`src/rtl/rot_row_sched.sv`:
```
// Write-side scheduler for a 4-row circular line buffer: generates write addresses,
// counts completed rows and advances the read base on each reader release.
module rot_row_sched #(
  parameter int ROW_LEN = 8,
  parameter int CW      = $clog2(ROW_LEN)
) (
  input  logic          clk,
  input  logic          rst,
  input  logic          clr,
  input  logic          pix_valid,
  output logic          pix_ready,
  output logic [1:0]    wr_row,
  output logic [CW-1:0] wr_col,
  output logic          wr_en,
  output logic          row_done,
  output logic [1:0]    base,
  output logic          rows_ready,
  input  logic          rd_done
);

  localparam logic [CW-1:0] LAST_COL = CW'(ROW_LEN - 1);

  typedef enum logic {FILL, FULL} mode_e;

  mode_e         mode;
  logic [1:0]    wr_row_q, wr_row_d;
  logic [1:0]    base_q, base_d;
  logic [1:0]    cnt_q, cnt_d;
  logic [CW-1:0] wr_col_q, wr_col_d;
  logic          row_done_q, row_done_d;
  logic          rows_ready_q, rows_ready_d;
  logic          at_last, accept, row_end, rd_take;

  // Stall only the last pixel of the fourth row; a release always comes from registers.
  always_comb begin
    mode      = (cnt_q == 2'd3) ? FULL : FILL;
    at_last   = (wr_col_q == LAST_COL);
    pix_ready = !((mode == FULL) && at_last);
    accept    = pix_valid && pix_ready;
    row_end   = accept && at_last;
    rd_take   = rd_done && (mode == FULL);
  end

  always_comb begin
    wr_row_d     = wr_row_q;
    wr_col_d     = wr_col_q;
    base_d       = base_q;
    cnt_d        = cnt_q;
    row_done_d   = 1'b0;
    if (clr) begin
      wr_row_d = 2'd0;
      wr_col_d = '0;
      base_d   = 2'd0;
      cnt_d    = 2'd0;
    end else begin
      if (accept) begin
        if (at_last) begin
          wr_col_d = '0;
          wr_row_d = wr_row_q + 2'd1;
        end else begin
          wr_col_d = wr_col_q + CW'(1);
        end
      end
      if (rd_take) begin
        base_d = base_q + 2'd1;
      end
      // Row completion and a taken release never coincide: FULL stalls the last pixel.
      case ({row_end, rd_take})
        2'b10:   cnt_d = cnt_q + 2'd1;
        2'b01:   cnt_d = cnt_q - 2'd1;
        default: cnt_d = cnt_q;
      endcase
      row_done_d = row_end;
    end
    rows_ready_d = (cnt_d == 2'd3);
  end

  always_ff @(posedge clk or posedge rst) begin
    if (rst) begin
      wr_row_q     <= 2'd0;
      wr_col_q     <= '0;
      base_q       <= 2'd0;
      cnt_q        <= 2'd0;
      row_done_q   <= 1'b0;
      rows_ready_q <= 1'b0;
    end else begin
      wr_row_q     <= wr_row_d;
      wr_col_q     <= wr_col_d;
      base_q       <= base_d;
      cnt_q        <= cnt_d;
      row_done_q   <= row_done_d;
      rows_ready_q <= rows_ready_d;
    end
  end

  assign wr_row     = wr_row_q;
  assign wr_col     = wr_col_q;
  assign wr_en      = accept;
  assign row_done   = row_done_q;
  assign base       = base_q;
  assign rows_ready = rows_ready_q;

endmodule

```
`config.mk`:
```
export PLATFORM = sky130hd
export DESIGN_NAME = rot_row_sched
export DESIGN_NICKNAME = d
export VERILOG_FILES = /design/src/rtl/rot_row_sched.sv
export SDC_FILE = /design/constraint.sdc
export NUM_CORES = 1
export LEC_CHECK = 0
export ABC_AREA = 1
export ABC_CLOCK_PERIOD_IN_PS = 3100
export CORE_AREA = 2 2 39 41
export DETAILED_ROUTE_END_ITERATION = 12
export DIE_AREA = 0 0 41 43
export PLACE_DENSITY = 0.72
export SLEW_MARGIN = 15
export SYNTH_ARGS = -nofsm -noshare
export SYNTH_HDL_FRONTEND = slang
export SYNTH_SLANG_ARGS = --single-unit
```
`constraint.sdc`:
```
create_clock -name clk -period 3.1 [get_ports clk]
set_input_delay 0.62 -clock clk [delete_from_list [all_inputs] [get_ports clk]]
set_output_delay 0.62 -clock clk [all_outputs]
set_load 0.1 [all_outputs]
```
Word-level counts from Yosys, hierarchy flattened
Index checks and enable logic that the tools add are counted.
{"block": "totals", "register_bits": 11, "latchBits": 0, "ram_bits": 0, "rom_bits": 0, "input_bits": 5, "elab_cells": 37, "mem_count": 0}
{"block": "op_classes", "addsub": 5, "n_mul": 0, "div": 0, "n_lt_le_gt_ge": 0, "n_eq_ne": 5, "shifts": 0, "muxes": 12, "n_bitwise": 0, "n_reduce_logical": 9}
{"operator": "2-bit two-way mux", "n": 6}
{"operator": "3-bit two-way mux", "n": 3}
{"operator": "2-bit by 1-bit adder with 2-bit output, second input constant", "n": 3}
{"operator": "2-bit equality test, second input constant", "n": 3}
{"operator": "2-bit nonzero test", "n": 3}
{"operator": "1-bit logical AND", "n": 4}
{"operator": "2-bit one-hot mux with 2 select lines", "n": 1}
{"operator": "3-bit by 1-bit adder with 3-bit output, second input constant", "n": 1}
{"operator": "3-bit equality test, second input constant", "n": 1}
{"operator": "2-bit by 1-bit equality test with 1-bit output, second input constant", "n": 1}
{"operator": "1-bit two-way mux", "n": 2}
{"operator": "2-bit AND reduction", "n": 1}
{"operator": "2-bit by 1-bit subtractor with 2-bit output, second input constant", "n": 1}
{"operator": "1-bit logical NOT", "n": 1}

Logic depth before layout (Yosys ltp)
{"block": "depth", "ltp_word": 10, "depth_mapped": 10}

Worst setup path after synthesis
Ideal clock, no wire load.
{"block": "synth_path", "kind": "register -> output", "start": "register wr_col_q[0] (netlist: wr_col[0])", "end": "output wr_en", "arrival_time_ns": 2.565, "required_ns": 2.480, "path_slack_ns": -0.085, "path_stages_with_launch": 6, "path_buffers": 0, "path_cell_list": "dfrtp_1 ha_1 ha_1 nand3_2 nand2_2 inv_1"}
{"block": "synth_between", "elab_chain_cells": 4}
{"item": "start, declared", "line": "29", "source": "logic [CW-1:0] wr_col_q, wr_col_d;"}
{"item": "start signal, assigned", "line": "88", "source": "wr_col_q <= wr_col_d;"}
{"item": "3-bit equality test", "line": "37", "source": "at_last = (wr_col_q == LAST_COL);"}
{"item": "1-bit logical AND", "line": "38", "source": "pix_ready = !((mode == FULL) && at_last);"}
{"item": "1-bit logical NOT", "line": "38"}
{"item": "net pix_ready", "line": "11", "source": "output logic pix_ready,"}
{"item": "1-bit logical AND", "line": "39", "source": "accept = pix_valid && pix_ready;"}
{"item": "end, declared", "line": "14", "source": "output logic wr_en,"}
The timed path passes the listed nets, and every way through them passes these cells.

Worst setup path in the final report
{"block": "layout_path", "start": "register wr_col_q[0] (netlist: wr_col[0])", "end": "output wr_en"}
{"block": "layout_between", "elab_chain_cells": 4}
{"item": "3-bit equality test", "line": "37"}
{"item": "1-bit logical AND", "line": "38"}
{"item": "1-bit logical NOT", "line": "38"}
{"item": "1-bit logical AND", "line": "39"}
Every way passes these cells.

==> results_dict.tcl <==
set metrics [dict create \
    grt_pass1_vias 433 \
    synth_top_family_by_area "simple AND/OR/NAND/NOR gates" \
    firstDrtPassIters 4 \
    p_int_uw 208 \
    gp_congestion 0.726 \
    dpl.hpwl_um 824 \
    synthAdderAreaFrac_pct 6.68 \
    fp-row-count 14 \
    period_needed_ps 2260 \
    reg2reg_depth 9 \
    final-setup-viol-count 0 \
    p_sw_share_pct 27.9 \
    maxCapViolations 0 \
    die_y_um 43 \
    worst-slew-pin-transition_ps 426 \
    ir_drop_v 0.000228 \
    clk_pin_slew_worst_paths_ps 70 \
    grt_usage_pct 14.7 \
    synth_mux_area_share_pct 0 \
    seqPwrFrac_pct 51.2 \
    synth_compound_gate_area_share_pct 4.45 \
    remaining_drc_errors 0 \
    die_x_um 41 \
    tns_ps 0 \
    wl_per_cell_um 10.0 \
    syn_avg_cell_area_um2 8.26 \
    cts_hold_buf 0 \
    synth_cells 68 \
    crit_start "wr_col[0]" \
    syn_nets 76 \
    max_stage_delay_ps 430 \
    antenna_found_initial 0 \
    r2r-start "wr_col[0]" \
    p_comb_share_pct 15.2 \
    htree_levels 1 \
    grt_pass1_wl_mm 1.70 \
    r2r-end "rows_ready" \
    critPathKind "reg2out" \
    start_kind "flip-flop" \
    pwr-share-clk_pct 33.6 \
    clk_path_buf_depth 2 \
    overflow 0 \
    area_delta_synth_final_pct 32.7 \
    yosys_warnings 0 \
    powerDensity_nw_per_um2 387 \
    drt_iter0_drc 7 \
    crit_required_ps 2480 \
    clock_latency_ps 260 \
    min_to "wr_col[1]" \
    finalWirelength_mm 1.03 \
    seq_area_frac_synth_pct 49.0 \
    rsz0062_at_grt "false" \
    p_sw_uw 80.3 \
    arrival_ps 1640 \
    final_area_um2 746 \
    cts_resized 0 \
    syn-cell-area_um2 562 \
    clock_skew_ps 1.74 \
    synth_xor_area_share_pct 0 \
    fmax_ghz 0.442 \
    nets 96 \
    drtAntennaViolNets 0 \
    synthSimpleGateAreaFrac_pct 30.5 \
    vias 479 \
    avgViaCountPerCell 4.65 \
    drv_slew 0 \
    end_kind "output port" \
    slowest_stage "dfrtp_2" \
    synth.distinct_cells 15 \
    cts_tree "yes" \
    core_um2 1380 \
    post_cts_buffers 0 \
    cts.sinks 11 \
    finalHoldViolCount 0 \
    fin_crit_sh_pct 73.1 \
    cts_root_buf "clkbuf_4" \
    grt_max_degree 12 \
    numPortBuffers 15 \
    crit_chain "ha_1 > ha_1 > nand3_2 > nand2_2 > inv_1 > buf_12" \
    path_common_cell "ha_1" \
    whs_path_depth 2 \
    ioPinCount 16 \
    min-delay-path-class "reg2reg" \
    ff2ff_setup_slack_ps 1360 \
    cp_max_fo 4 \
    leakage_uw 0.000415 \
    layout_common_cells "inv_1 (13), nand2_1 (13), buf_4 (10), dfrtp_1 (9), nand3_1 (8)" \
    cts_buffers 3 \
    dieArea_um2 1760 \
    antenna_cells 0 \
    initial_core_util_pct 40.6 \
    drive_above_1_share_pct 26.4 \
    relSlewSlack_pct 71.6 \
    dpl_cell_area_um2 719 \
    ys_ff_latch 11 \
    worstHoldStart "wr_col[1]" \
    outcome "finished, final reports clean" \
]
synth_stat cells:
cell type  instances  area share (%)
o21ai_0            1            0.89
ha_1               3             6.7
nand3_1            8             7.1
nor2_1             7             4.7
a21oi_1            1            0.89
o21ai_1            3             2.7
nand2_2            2             2.2
nand2_1           13             8.7
nand3_2            2             3.6
nor2_2             1             1.1
nand4_1            1             1.1
inv_1             13             8.7
dfrtp_1           11              49
nor2_4             1             2.0
inv_2              1            0.67
routing by layer:
layer / wire length (um) / vias up / share of wire, % / track usage [%]
met5: 0 / - / 0 / 0
met4: 21 / 0 / 2.0 / 10.0
met3: 21 / 2 / 2.0 / 3.14
met2: 503 / 7 / 49 / 21.6
met1: 486 / 214 / 47 / 18.3
li1: - / 256 / - / -
cell families after synthesis:
family / count (synthesis)
and+or+nand+nor: 35
buffers and inverters: 14
DFF: 11
AOI/OAI and AO/OA: 5
adders and majority gates: 3
worst max-delay path, delay by kind of cell, from the launching register on:
kind / cells / cell delay (ps)
adders and majority gates: 2 / 430
buffers and inverters: 2 / 350
DFF: 1 / 430
and+or+nand+nor: 2 / 170
cell type report:
class	count	area (um^2)
Clock buffer	4	26.3
Fill cell	134	638
Inverter	14	52.6
Multi-Input combinational cell	43	234
Sequential cell	11	278
Tap cell	16	20.0
Timing Repair Buffer	15	135
metrics by stage:
step / util (%) / std cells / setup slack, ps / total power (uW) / hold slack, ps
global route: 53.9 / 103 / 736 / 305 / 571
floorplan: - / 68 / 60.0 / 179 / 472
CTS: 53.9 / 103 / 818 / 293 / 545
global placement: 52.0 / 99 / 931 / 195 / 523
finish: 53.9 / 103 / 835 / 288 / 544
detailed placement: 52.0 / 99 / 916 / 195 / 529
registers in the layout (all words and copies together), names as in the netlist:
| name | count |
|---|---|
| wr_col | 3 |
| row_done | 1 |
| base | 2 |
| cnt_q | 2 |
| rows_ready | 1 |
| wr_row | 2 |
power by group through the flow:
stage | registers [uW] | logic (uW) | clock network [uW]
2_1_floorplan | 165 | 14.6 | 0
3_3_place_gp | 150 | 44.4 | 0
3_5_place_dp | 150 | 44.1 | 0
4_1_cts | 148 | 44.2 | 101
5_1_grt | 148 | 46.8 | 111
6_report | 148 | 43.9 | 96.9
worst max-delay path by stage:
stage	depth (start not counted)	slack, ps	end
final	6	840	wr_en
after global routing	6	740	wr_en
after CTS	6	820	wr_en
after detailed placement	4	920	wr_en
after global placement	4	930	wr_en
after floorplan	4	60	wr_en
(Power assumes the default switching activity.)
